===== src/rtl/piso_tx.sv =====
// piso_tx: parallel-in/serial-out transmitter with a one-word holding register.
// Words arrive over a valid/ready handshake. Each word is shifted out on sdo,
// one bit per cycle in which shift_en is high. The holding register lets the
// next word follow the current frame without an idle cycle.
module piso_tx #(
    parameter int WIDTH     = 4,
    parameter bit MSB_FIRST = 1'b1
) (
    input  logic             clk,
    input  logic             reset_n,
    input  logic [WIDTH-1:0] pdi,
    input  logic             load_valid,
    output logic             load_ready,
    input  logic             shift_en,
    output logic             sdo,
    output logic             sdo_valid,
    output logic             sdo_first,
    output logic             sdo_last,
    output logic             busy
);

    localparam int CW = (WIDTH > 2) ? $clog2(WIDTH) : 1;
    localparam logic [CW-1:0] LAST_IDX = CW'(WIDTH - 1);

    typedef enum logic {
        IDLE  = 1'b0,
        SHIFT = 1'b1
    } state_t;

    state_t           state_q, state_d;
    logic [WIDTH-1:0] shreg_q, shreg_d;
    logic [WIDTH-1:0] hold_q, hold_d;
    logic             hold_full_q, hold_full_d;
    logic [CW-1:0]    bit_cnt_q, bit_cnt_d;
    logic             accept_s;

    // Move the register one position toward the output end; the vacated end fills with 0.
    function automatic logic [WIDTH-1:0] shift_out(input logic [WIDTH-1:0] v);
        if (MSB_FIRST) begin
            return {v[WIDTH-2:0], 1'b0};
        end else begin
            return {1'b0, v[WIDTH-1:1]};
        end
    endfunction

    // Accept a word whenever the holding slot is empty. This does not depend on load_valid timing.
    always_comb begin
        load_ready = ~hold_full_q;
        accept_s   = load_valid & ~hold_full_q;
    end

    // Next-state logic for the frame sequencer, the shift register and the holding slot.
    always_comb begin
        state_d     = state_q;
        shreg_d     = shreg_q;
        hold_d      = hold_q;
        hold_full_d = hold_full_q;
        bit_cnt_d   = bit_cnt_q;
        case (state_q)
            IDLE: begin
                if (accept_s) begin
                    shreg_d   = pdi;
                    bit_cnt_d = {CW{1'b0}};
                    state_d   = SHIFT;
                end else begin
                    state_d = IDLE;
                end
            end
            SHIFT: begin
                if (shift_en && (bit_cnt_q == LAST_IDX)) begin
                    // Last bit consumed: reload from the holding slot first, else take a new word directly.
                    bit_cnt_d = {CW{1'b0}};
                    if (hold_full_q) begin
                        shreg_d     = hold_q;
                        hold_full_d = 1'b0;
                    end else if (accept_s) begin
                        shreg_d = pdi;
                    end else begin
                        shreg_d = shift_out(shreg_q);
                        state_d = IDLE;
                    end
                end else begin
                    if (shift_en) begin
                        shreg_d   = shift_out(shreg_q);
                        bit_cnt_d = bit_cnt_q + CW'(1);
                    end else begin
                        shreg_d = shreg_q;
                    end
                    if (accept_s) begin
                        hold_d      = pdi;
                        hold_full_d = 1'b1;
                    end else begin
                        hold_full_d = hold_full_q;
                    end
                end
            end
            default: begin
                state_d     = IDLE;
                shreg_d     = {WIDTH{1'b0}};
                hold_full_d = 1'b0;
                bit_cnt_d   = {CW{1'b0}};
            end
        endcase
    end

    // State registers; an asynchronous reset aborts any frame and discards held data.
    always_ff @(posedge clk or negedge reset_n) begin
        if (!reset_n) begin
            state_q     <= IDLE;
            shreg_q     <= {WIDTH{1'b0}};
            hold_q      <= {WIDTH{1'b0}};
            hold_full_q <= 1'b0;
            bit_cnt_q   <= {CW{1'b0}};
        end else begin
            state_q     <= state_d;
            shreg_q     <= shreg_d;
            hold_q      <= hold_d;
            hold_full_q <= hold_full_d;
            bit_cnt_q   <= bit_cnt_d;
        end
    end

    // Serial outputs are decoded purely from registered state.
    always_comb begin
        sdo_valid = (state_q == SHIFT);
        if (sdo_valid) begin
            sdo = MSB_FIRST ? shreg_q[WIDTH-1] : shreg_q[0];
        end else begin
            sdo = 1'b0;
        end
        sdo_first = sdo_valid & (bit_cnt_q == {CW{1'b0}});
        sdo_last  = sdo_valid & (bit_cnt_q == LAST_IDX);
        busy      = sdo_valid | hold_full_q;
    end

endmodule


===== config.mk =====
export PLATFORM = sky130hd
export DESIGN_NAME = piso_tx
export DESIGN_NICKNAME = d
export VERILOG_FILES = /design/src/rtl/piso_tx.sv
export SDC_FILE = /design/constraint.sdc
export NUM_CORES = 1
export LEC_CHECK = 0
export BUFFER_PORTS_ARGS = -buffer_cell sky130_fd_sc_hd__buf_4
export CAP_MARGIN = 15
export CORE_AREA = 2 2 43 45
export CTS_BUF_LIST = sky130_fd_sc_hd__clkbuf_4 sky130_fd_sc_hd__clkbuf_8 sky130_fd_sc_hd__clkbuf_16
export CTS_CLUSTER_SIZE = 10
export DETAILED_ROUTE_END_ITERATION = 8
export DIE_AREA = 0 0 45 47
export PLACE_DENSITY_LB_ADDON = 0.08
export REMOVE_ABC_BUFFERS = 1
export SYNTH_ARGS = -nofsm -noshare
export SYNTH_HDL_FRONTEND = slang
export SYNTH_SLANG_ARGS = --single-unit

===== constraint.sdc =====
create_clock -name clk -period 1.17 [get_ports clk]
set_input_delay 0.1755 -clock clk [delete_from_list [all_inputs] [get_ports clk]]
set_output_delay 0.1755 -clock clk [all_outputs]
set_load 0.02 [all_outputs]

; ---- Word-level counts from Yosys, hierarchy flattened
; Index checks and enable logic that the tools add are counted.
[classes]
eq_ne = 3
reduce_logical = 6
n_mux = 17
n_bitwise = 7
n_addsub = 1
[ops]
columns = operator, count
row1 = $mux W4, 5
row2 = $pmux W4 S2, 1
row3 = $mux W1, 6
row4 = $mux W2, 3
row5 = $pmux W2 S2, 1
row6 = $reduce_and A2 Y1, 2
row7 = $and A1 B1 Y1, 3
row8 = $ne A3 B2 Y1 const B, 1
row9 = $not A1 Y1, 3
row10 = $reduce_and A3 Y1, 1
row11 = $add A2 B1 Y2 const B, 1
row12 = $eq A2 B2 Y1 const B, 1
row13 = $logic_not A2 Y1, 1
row14 = $ne A2 B2 Y1 const B, 1
row15 = $pmux W1 S2, 1
row16 = $reduce_bool A2 Y1, 1
row17 = $logic_and A1 B1 Y1, 1
row18 = $or A1 B1 Y1, 1
[word_totals]
output_inout_bits = 6
wordCells = 39
regBits = 12

; ---- Logic depth before layout (Yosys ltp)
[logic_depth]
depth_word = 6
depth_mapped = 4

; ---- Least setup slack after synthesis
; No wires, ideal clock.
[synth_path]
path_type = reg-to-reg
startpoint = register bit_cnt_q[0]
endpoint = register hold_q[0]
arrival_time_ns = 1.177
stages_incl_launch_ff = 5
path_buffers = 0
period_less_slack_ns = 1.302
setup_slack_ns = -0.132
path_cell_list = dfrtp_1 > ha_1 > nand2_1 > nand4_2 > mux2_2
[synth_between]
elab_chain_cells = 4
[synth_rtl]
columns = element, line_no
row1 = from (decl), 34  ; logic [CW-1:0] bit_cnt_q, bit_cnt_d;
row2 = from (signal assigned), 113  ; bit_cnt_q <= {CW{1'b0}};
row3 = from (signal assigned), 119  ; bit_cnt_q <= bit_cnt_d;
row4 = $eq A2 B2 Y1, 70  ; if (shift_en && (bit_cnt_q == LAST_IDX)) begin
row5 = $logic_and A1 B1 Y1, 70
row6 = $not A1 Y1 (no line), -
row7 = $reduce_and A3 Y1 (no line), -
row8 = to (signal assigned), 111  ; hold_q <= {WIDTH{1'b0}};
row9 = to (signal assigned), 117  ; hold_q <= hold_d;
row10 = to (decl), 32  ; logic [WIDTH-1:0] hold_q, hold_d;
; Every way passes these cells.
; A chain may end at the register's enable or synchronous reset.

; ---- Final worst setup path
[layout_path]
startpoint = register hold_full_q
endpoint = output busy
[layout_between]
elab_chain_cells = 1
[layout_rtl]
columns = element, line_no
row1 = from (decl), 33  ; logic hold_full_q, hold_full_d;
row2 = from (signal assigned), 118  ; hold_full_q <= hold_full_d;
row3 = $or A1 B1 Y1, 133  ; busy = sdo_valid | hold_full_q;
row4 = to (decl), 19  ; output logic busy
; Every way passes these cells.

==> impl_metrics.json <==
{
  "ant_nets": 0,
  "hold_class": "in -> reg",
  "wl_um": 1715,
  "fin_skew_ns": 0.001774,
  "path_cells": "buf_6 > or2_4 > buf_6",
  "synth-seq-cells": 12,
  "place_hpwl_um": 1167,
  "setup.worst_path.start": "hold_full_q",
  "worst_pin_slew_ns": 0.3295,
  "pre_cts_slack_ns": -0.2038,
  "p_leak_nw": 0.4892,
  "fin_area_um2": 1106,
  "fin_nets": 111,
  "area_growth_pct": 61.02,
  "relSlewSlack_pct": 78.01,
  "crit_slowest_cell": "dfrtp_1",
  "cp_max_fo": 3,
  "syn-cell-area_um2": 686.9,
  "ir_worst_vdd_v": 0.001435,
  "status": "finished with violations",
  "finalHoldViolCount": 0,
  "first_pass_iters": 4,
  "port_buffers": 13,
  "synth_top_area_share_pct": 43.72,
  "cts.sinks": 12,
  "power_mw": 2.971,
  "crit_top_cell": "buf_6",
  "drtIter0Drc": 11,
  "grt_antenna_before_repair": 0,
  "slowest_delay_ns": 0.40,
  "cts_tree": "built",
  "postSynthAreaPerCell_um2": 10.25,
  "place_area_um2": 895.9,
  "synth_area_leaders": "dfrtp_1, mux2_2, mux2_1",
  "grt_max_degree": 13,
  "die_h_um": 47,
  "fin_hold_ws_ns": 0.1434,
  "cp_num_buf_inv": 2,
  "global_route.usage.total_pct": 18.89,
  "crit_required_ns": 0.99,
  "end_kind": "output pin",
  "synth_top_area_cell": "dfrtp_1",
  "syn_inst": 67,
  "core_um2": 1652,
  "cp_num_cells": 3,
  "r2r-start": "sdo_valid",
  "r2r_cells": 5,
  "stdcell_count": 117,
  "place.gp.congestion": 0.7548,
  "clock_path_buffers": 2,
  "clk_latency_ns": 0.28,
  "wl_per_cell_um": 14.66,
  "r2r_slack_ns": -0.16,
  "cp-start-kind": "flip-flop",
  "critical_path_class": "reg -> out",
  "boundaryPins": 14,
  "drv_slew": 0,
  "grt_pass1_wl_um": 2670,
  "drive_gt1_share_pct": 60.00,
  "critical-path-top-delay-family": "flip-flops",
  "antenna_cells": 0,
  "ys_warn_count": 0,
  "num_vias": 640,
  "maxCapViolations": 0,
  "placed_cells": 107,
  "rsz0062_at_grt": "yes",
  "overflow": 0,
  "htreeDepth": 1,
  "vias_per_cell": 5.470,
  "start_util_pct": 41.59,
  "yosysUniqueCellTypes": 25,
  "min_period_ns": 1.362,
  "cts-root-buf": "clkbuf_4",
  "violations": "setup timing",
  "rows": 15,
  "rr_endpoint": "shreg_q[1]",
  "route.detailed.drc": 0,
  "setup_viol": 16,
  "max_freq_ghz": 0.7342,
  "tns_ns": -1.831,
  "first_global_vias": 596,
  "die_area_um2": 2115,
  "holdPathStages": 2,
  "power.density_nw_per_um2": 2686,
  "post-route-period-util_pct": 116.4,
  "worstSetupEndpoint": "busy",
  "yosysSeqAreaShare_pct": 43.72,
  "arrival_ns": 1.19,
  "die_x_um": 45,
  "clk_pin_slew_ns": 0.08,
  "cts_made_buffers": 3,
  "setup_ws_ns": -0.1920,
  "fin_util_pct": 66.97
}
==> power by group <==
group          internal (mW)  leakage, nW  switching [mW]  total [mW]
registers              0.627        0.135           0.157       0.784
clock network          0.189       0.0210           0.160       0.349
logic                   1.04        0.333           0.802        1.84
total                   1.85        0.489            1.12        2.97
==> worst min path at each step <==
stage / start / endpoint / slack, ns
after CTS: pdi[0] / hold_q[0] / 0.14
after global placement: reset_n / hold_full_q / 0.02
after detailed placement: reset_n / hold_full_q / 0.03
after global routing: pdi[0] / hold_q[0] / 0.15
after floorplan: reset_n / bit_cnt_q[0] / -0.12
final: pdi[0] / hold_q[0] / 0.14
==> synth_stat cells <==
cell / n
buf_4: 1
and3_1: 1
buf_2: 1
nand3_1: 1
and3b_1: 1
nor3b_2: 1
inv_1: 3
o31ai_1: 1
nand2_1: 5
a22oi_1: 1
nand4_2: 1
dfrtp_1: 12
or2_2: 2
mux2_2: 4
nand2b_1: 4
and2_1: 4
a32oi_1: 2
nor3_1: 4
ha_1: 2
and2_2: 1
o211ai_1: 3
o21ai_0: 3
o21ai_1: 2
mux2_1: 3
a31oi_1: 4
==> layout by cell type (no fill, tap or decap), types with 2 or more instances in the layout <==
cell | netlist | final
buf_4 | 1 | 21
dfrtp_1 | 12 | 11
buf_6 | 0 | 8
mux2_2 | 4 | 4
nor3_2 | 0 | 4
a31oi_1 | 4 | 4
nand2_1 | 5 | 3
mux2_1 | 3 | 3
nand2b_1 | 4 | 3
o211ai_1 | 3 | 3
clkbuf_4 | 0 | 3
inv_2 | 0 | 2
and2_4 | 0 | 2
o21ai_2 | 0 | 2
and2_1 | 4 | 2
a32oi_1 | 2 | 2
o21ai_1 | 2 | 2
ha_4 | 0 | 2
==> area by class of cell <==
type                       count  area [um^2]
tap                           17        21.27
clock buffer                   4        36.28
multi-input combinational     50        455.4
timing repair buffer          31        277.8
fill                         150        545.5
inverter                       3        13.76
sequential                    12        301.5
==> flip-flops by register name, indices dropped and copies added, names as in the netlist <==
signal,flops
hold_q,4
shreg_q,4
bit_cnt_q,2
hold_full_q,1
sdo_valid,1
==> per-layer routing <==
metal	wire [um]	part of all wire, %	track usage (%)
met5	0	0	0
met1	731	43	22.43
met4	52	3.0	14.12
met3	48	2.8	2.308
met2	883	51	31.43
==> logic make-up (layout without fill, tap and decap cells) <==
kind of cell,count (synthesis),after routing,synth area share (%)
buffers and inverters,5,38,3.460
AO/OA/AOI/OAI,16,16,15.30
flip-flops,12,12,43.72
multiplexers,7,7,11.47
AND/OR/NAND/NOR,25,25,22.40
adder cells (fa/ha/maj),2,2,3.642
==> timing repair <==
| item | 4_1_cts | 5_1_grt |
|---|---|---|
| endpoints found under the hold margin | 12 | 0 |
| endpoints found under the setup margin | 16 | 18 |
| hold buffers | 1 | 0 |
| setup buffers | 4 | 1 |
| resized for setup | 22 | 12 |
| pin swaps | 7 | 2 |
No activity file was read; power rests on OpenSTA's default activity.
